--- src/rtl/seg_pkg.sv ---
// seg_pkg: segment pattern constants, decoder state type and round-range limit
package seg_pkg;
  localparam logic [0:6] SEG_0    = 7'b0000001;
  localparam logic [0:6] SEG_1    = 7'b1001111;
  localparam logic [0:6] SEG_2    = 7'b0010010;
  localparam logic [0:6] SEG_3    = 7'b0000110;
  localparam logic [0:6] SEG_4    = 7'b1001100;
  localparam logic [0:6] SEG_5    = 7'b0100100;
  localparam logic [0:6] SEG_6    = 7'b0100000;
  localparam logic [0:6] SEG_7    = 7'b0001111;
  localparam logic [0:6] SEG_8    = 7'b0000000;
  localparam logic [0:6] SEG_9    = 7'b0001100;
  localparam logic [0:6] SEG_DASH = 7'b1111110;
  localparam logic [9:0] ROUND_MAX = 10'd100;
  typedef enum logic [2:0] {IDLE, DIG2, DIG1, DIG0, DONE} state_t;
endpackage

--- src/rtl/seg_digit_decode.sv ---
// seg_digit_decode: active-low 7-segment pattern (bit0=a..bit6=g) to digit
// pat in [0:6]; digit out [3:0] (0 when not a digit); is_digit, is_dash out.
module seg_digit_decode
  import seg_pkg::*;
(
  input  logic [0:6] pat,
  output logic [3:0] digit,
  output logic       is_digit,
  output logic       is_dash
);
  always_comb begin
    digit = 4'd0;
    is_digit = 1'b1;
    is_dash = 1'b0;
    case (pat)
      SEG_0: digit = 4'd0;
      SEG_1: digit = 4'd1;
      SEG_2: digit = 4'd2;
      SEG_3: digit = 4'd3;
      SEG_4: digit = 4'd4;
      SEG_5: digit = 4'd5;
      SEG_6: digit = 4'd6;
      SEG_7: digit = 4'd7;
      SEG_8: digit = 4'd8;
      SEG_9: digit = 4'd9;
      SEG_DASH: begin
        is_digit = 1'b0;
        is_dash = 1'b1;
      end
      default: is_digit = 1'b0;
    endcase
  end
endmodule

--- src/rtl/seven_seg_round_decoder.sv ---
// seven_seg_round_decoder: reads back the 3-digit round display as a binary value
// clk, rst (async active-high); start captures display2/1/0 (hundreds/tens/units,
// active-low a..g); busy while not IDLE; out_valid/out_ready handshake for
// value[9:0] and err[1:0] (bit0 invalid pattern, bit1 dash or range violation).
// Optional macro SEG_DEC_RANGE_CHECK_EN: results above ROUND_MAX flag err bit1.
module seven_seg_round_decoder
  import seg_pkg::*;
(
  input  logic       clk,
  input  logic       rst,
  input  logic       start,
  input  logic [0:6] display0,
  input  logic [0:6] display1,
  input  logic [0:6] display2,
  output logic       busy,
  output logic       out_valid,
  input  logic       out_ready,
  output logic [9:0] value,
  output logic [1:0] err
);
  state_t state_q, state_d;
  logic [0:6] cap0_q, cap0_d, cap1_q, cap1_d, cap2_q, cap2_d, pat;
  logic [13:0] acc_q, acc_d, acc_next;
  logic [1:0] acc_err_q, acc_err_d, dig_err, fin_err, err_q, err_d;
  logic [9:0] value_q, value_d;
  logic valid_q, valid_d, is_digit, is_dash;
  logic [3:0] digit;
  seg_digit_decode u_dec (.pat(pat), .digit(digit), .is_digit(is_digit), .is_dash(is_dash));
  assign pat = state_q == DIG2 ? cap2_q : state_q == DIG1 ? cap1_q : cap0_q;
  assign acc_next = acc_q * 14'd10 + {10'd0, is_digit ? digit : 4'd0};
  assign dig_err = acc_err_q | {is_dash, ~is_digit & ~is_dash};
`ifdef SEG_DEC_RANGE_CHECK_EN
  assign fin_err = dig_err | {acc_next > {4'd0, ROUND_MAX}, 1'b0};
`else
  assign fin_err = dig_err;
`endif
  always_comb begin
    state_d = state_q;
    cap0_d = cap0_q;
    cap1_d = cap1_q;
    cap2_d = cap2_q;
    acc_d = acc_q;
    acc_err_d = acc_err_q;
    value_d = value_q;
    err_d = err_q;
    valid_d = valid_q;
    case (state_q)
      IDLE: if (start) begin
        cap0_d = display0;
        cap1_d = display1;
        cap2_d = display2;
        acc_d = '0;
        acc_err_d = '0;
        state_d = DIG2;
      end
      DIG2, DIG1: begin
        acc_d = acc_next;
        acc_err_d = dig_err;
        state_d = state_q == DIG2 ? DIG1 : DIG0;
      end
      DIG0: begin
        acc_d = acc_next;
        acc_err_d = fin_err;
        value_d = |fin_err ? 10'd0 : acc_next[9:0];
        err_d = fin_err;
        valid_d = 1'b1;
        state_d = DONE;
      end
      DONE: if (out_ready) begin
        valid_d = 1'b0;
        state_d = IDLE;
      end
      default: state_d = IDLE;
    endcase
  end
  always_ff @(posedge clk or posedge rst) begin
    if (rst) begin
      state_q <= IDLE;
      cap0_q <= '0;
      cap1_q <= '0;
      cap2_q <= '0;
      acc_q <= '0;
      acc_err_q <= '0;
      value_q <= '0;
      err_q <= '0;
      valid_q <= 1'b0;
    end else begin
      state_q <= state_d;
      cap0_q <= cap0_d;
      cap1_q <= cap1_d;
      cap2_q <= cap2_d;
      acc_q <= acc_d;
      acc_err_q <= acc_err_d;
      value_q <= value_d;
      err_q <= err_d;
      valid_q <= valid_d;
    end
  end
  assign busy = state_q != IDLE;
  assign out_valid = valid_q;
  assign value = value_q;
  assign err = err_q;
endmodule

--- config.mk ---
export PLATFORM = sky130hd
export DESIGN_NAME = seven_seg_round_decoder
export DESIGN_NICKNAME = d
export VERILOG_FILES = /design/src/rtl/seg_pkg.sv /design/src/rtl/seg_digit_decode.sv /design/src/rtl/seven_seg_round_decoder.sv
export SDC_FILE = /design/constraint.sdc
export NUM_CORES = 1
export LEC_CHECK = 0
export BUFFER_PORTS_ARGS = -buffer_cell sky130_fd_sc_hd__buf_2
export CORE_MARGIN = 2
export CORE_UTILIZATION = 55
export DETAILED_ROUTE_END_ITERATION = 10
export PLACE_DENSITY = 0.81
export SYNTH_ARGS = -nofsm -noshare
export SYNTH_HDL_FRONTEND = slang
export SYNTH_SLANG_ARGS = --single-unit
--- constraint.sdc ---
create_clock -name clk -period 9 [get_ports clk]
set_input_delay 0.9 -clock clk [delete_from_list [all_inputs] [get_ports clk]]
set_output_delay 0.9 -clock clk [all_outputs]
set_load 0.005 [all_outputs]
==> key figures <==
STA
  – Final count of hold timing violations: 0
  – Final TNS setup: 0 ps
  – Pins Over Slew Limit: 0
  – Final worst path period need: 4420 ps
  – Final worst path period share: 0.491
  – # setup viols final: 0
  – F_max: between 200 and 250 MHz
  – Final Skew: 4.50 ps
  – RSZ-0062 raised after global routing: no
  – Relative slew slack: 0.244
  – Slew @ Worst Pin: 1130 ps

Power and ir drop
  – Peak supply drop: roughly 240 uV
  – Power density cells: 383 nW/um2
  – Leakage: around 1.5 nW

Clock network
  – Clk_lat worst skew: a little over 300 ps
  – Clock tree sinks: 48
  – # resized after CTS: 0
  – CTS tree: done
  – Cell at the root of the clock tree: clkbuf_8
  – CTS Hold Buffers Added: 0
  – Post-CTS Setup Inserts: 0
  – Num CTS Buffers: 5
  – CTS Buffer Depth: 2
  – H-tree depth: 2
  – Worst-path clk slew: ~90 ps

Synth
  – Synth area leader: dfrtp_1
  – FF+latch count, synth: 48
  – Syn Area/Cell: about 10 um2
  – Post-synth EDFFs: 0
  – Main flop type after synthesis: dfrtp_1
  – Netlist cell types: 61
  – Synth Cell Area: 3060 um2
  – Synth async-reset ratio: 1.00
  – Post-synth top area share: 0.392
  – Top post-synthesis cells by area: dfrtp_1 (39%), mux2_2 (7.0%), ha_1 (5.7%)
  – Syn nets: ~330
  – Synth warnings: 0
  – Register area share after synthesis: 0.392
  – Synthesized instance count: 292

GRT
  – Via count of the first global-routing pass: between 2,000 and 2,500
  – Total gr overflow: 0
  – Largest net degree at the start of global routing: 49
  – Initial antenna violation count: 0
  – GRT Total Usage: 0.216
  – First-pass GRT wire length: 10.4 mm

Route
  – Vias post-DR: roughly 2,300
  – Number of remaining DRC errors: 0
  – WL per Instance: between 15 and 20 um
  – Iter 0 DRT Violations: roughly 110
  – TritonRoute pass-1 iters: 6
  – Avg Vias per Cell: a little under 6
  – Antenna-violating nets left: 0
  – Post-Route WL: just over 6 mm

Die
  – Die Wd: 78.6 um
  – I/O pins: 39
  – Core area: ~5400 um2
  – Die ar.: 6180 um2
  – DIE HEIGHT: 78.6 um
  – Starting Density: 0.563
  – Rows: 27

Layout
  – Layout cells sized above 1: 0.269
  – Commonest cells after routing, fill and taps aside: dfrtp_1 (48), buf_2 (38), nand2_1 (32), mux2_2 (19), o211ai_1 (16)
  – Diode count: 0
  – Commonest non-fill, non-tap cell in the layout: dfrtp_1
  – Synth-to-layout area growth: 9.80%
  – Fin cells: between 300 and 400
  – Final net count: about 360

Placement
  – Inst Count DP: between 300 and 400
  – PortBufs: 38
  – Post-DP HPWL: around 4.6 mm
  – Placer Congestion: just under 0.9

Critical path
  – Crit Path Class: flip-flop to flip-flop
  – Crit path cell chain: o21ai_1 > o21a_1 > a221oi_2 > nor2_1 > and4_1 > or3_1 > ha_1 > fa_1 > a21o_1 > nand2_1 > nor3b_1 > nand4b_1 > xnor3_1 > a21boi_0 > a31oi_1
  – CP Data Required Time: about 9100 ps
  – Slowest cell delay on critical path: ~860 ps
  – Crit-path slowest cell: dfrtp_1
  – Worst-path fanout max: 27
  – Critical Path AT: about 4600 ps
  – Critical Path Start Type: flip-flop
  – Crit path capture type: flip-flop

Hold path
  – HP Class: flip-flop to flip-flop

Run
  – Total of max-cap violations: 0

Outcome
  – Status: finished, final reports clean
flip-flops by register name, indices dropped and copies added, names as in the netlist:
| signal | cells |
|---|---|
| value | 10 |
| acc_q | 9 |
| cap0_q | 7 |
| cap1_q | 7 |
| cap2_q | 7 |
| state_q | 3 |
| acc_err_q | 2 |
| err | 2 |
| out_valid | 1 |
cells in the mapped netlist (4+ instances only):
cell      instances
a21o_1            4
inv_1            10
or3_1             5
buf_2             6
o21ai_1           4
nor3b_1           4
o21a_1            4
xnor2_1           8
nor2_1           10
dfrtp_1          48
o32ai_1           5
nand2_1          32
xor2_1            4
a22o_1            8
clkbuf_1          4
nor3_1            7
nor2b_1           8
ha_1             14
o21ai_0          11
a21oi_1           6
mux2_2           19
o211ai_1         16
critical path, delay by kind of cell (launching register included):
| family | cells | cell delay [ps] |
|---|---|---|
| AO/OA/AOI/OAI | 6 | 1350 |
| adder cells (fa/ha/maj) | 2 | 620 |
| XOR/XNOR | 1 | 390 |
| flip-flops | 1 | 860 |
| AND/OR/NAND/NOR | 6 | 1030 |
kinds of logic after synthesis:
family	share of synthesized area
compound gates	0.213
mux	0.0698
buf+inv	0.0441
flops	0.392
xor+xnor	0.0416
fa+ha+maj	0.0702
simple gates	0.169
worst paths after layout:
kind / from / end / slack, ps / depth (start not counted)
max: state_q[2] / value[9] / 4580 / 15
min in group asynchronous: rst / cap1_q[1] / 810 / 2
min reg2reg: err[1] / err[1] / 480 / 2
max in group asynchronous: rst / acc_q[6] / 7580 / 2
min: err[1] / err[1] / 480 / 2
max reg2reg: state_q[2] / value[9] / 4580 / 15
layer usage:
metal / part of all wire / GRT usage
met2: 0.51 / 0.370
met5: 0 / 0
met3: 0.031 / 0.0414
met1: 0.44 / 0.262
met4: 0.024 / 0.100
report_power, final:
part	switching [mW]	internal, mW	total [mW]
logic	0.414	0.324	0.738
clock network	0.0742	0.0822	0.156
registers	0.0948	0.299	0.394
total	0.583	0.705	1.29
final cells by class:
type                            count  area [um2]
Clock buffer                        5        68.8
Clock inverter                      3        42.5
Fill cell                         487        2070
Inverter                           11        41.3
Multi-Input combinational cell    218        1730
Sequential cell                    48        1200
Tap cell                           72        90.1
Timing Repair Buffer               38         190
through the flow:
stage	hold WS, ps	total power, mW	worst slack (ps)	util	area [um2]
4_1_cts	492	1.30	4630	0.619	3360
3_5_place_dp	471	1.13	4700	0.598	3250
2_1_floorplan	470	0.999	5430	-	3060
6_report	483	1.29	4580	0.619	3360
5_1_grt	521	1.39	4320	0.619	3360
3_3_place_gp	466	1.11	4830	0.598	3250
No activity file was read; power rests on OpenSTA's default activity.
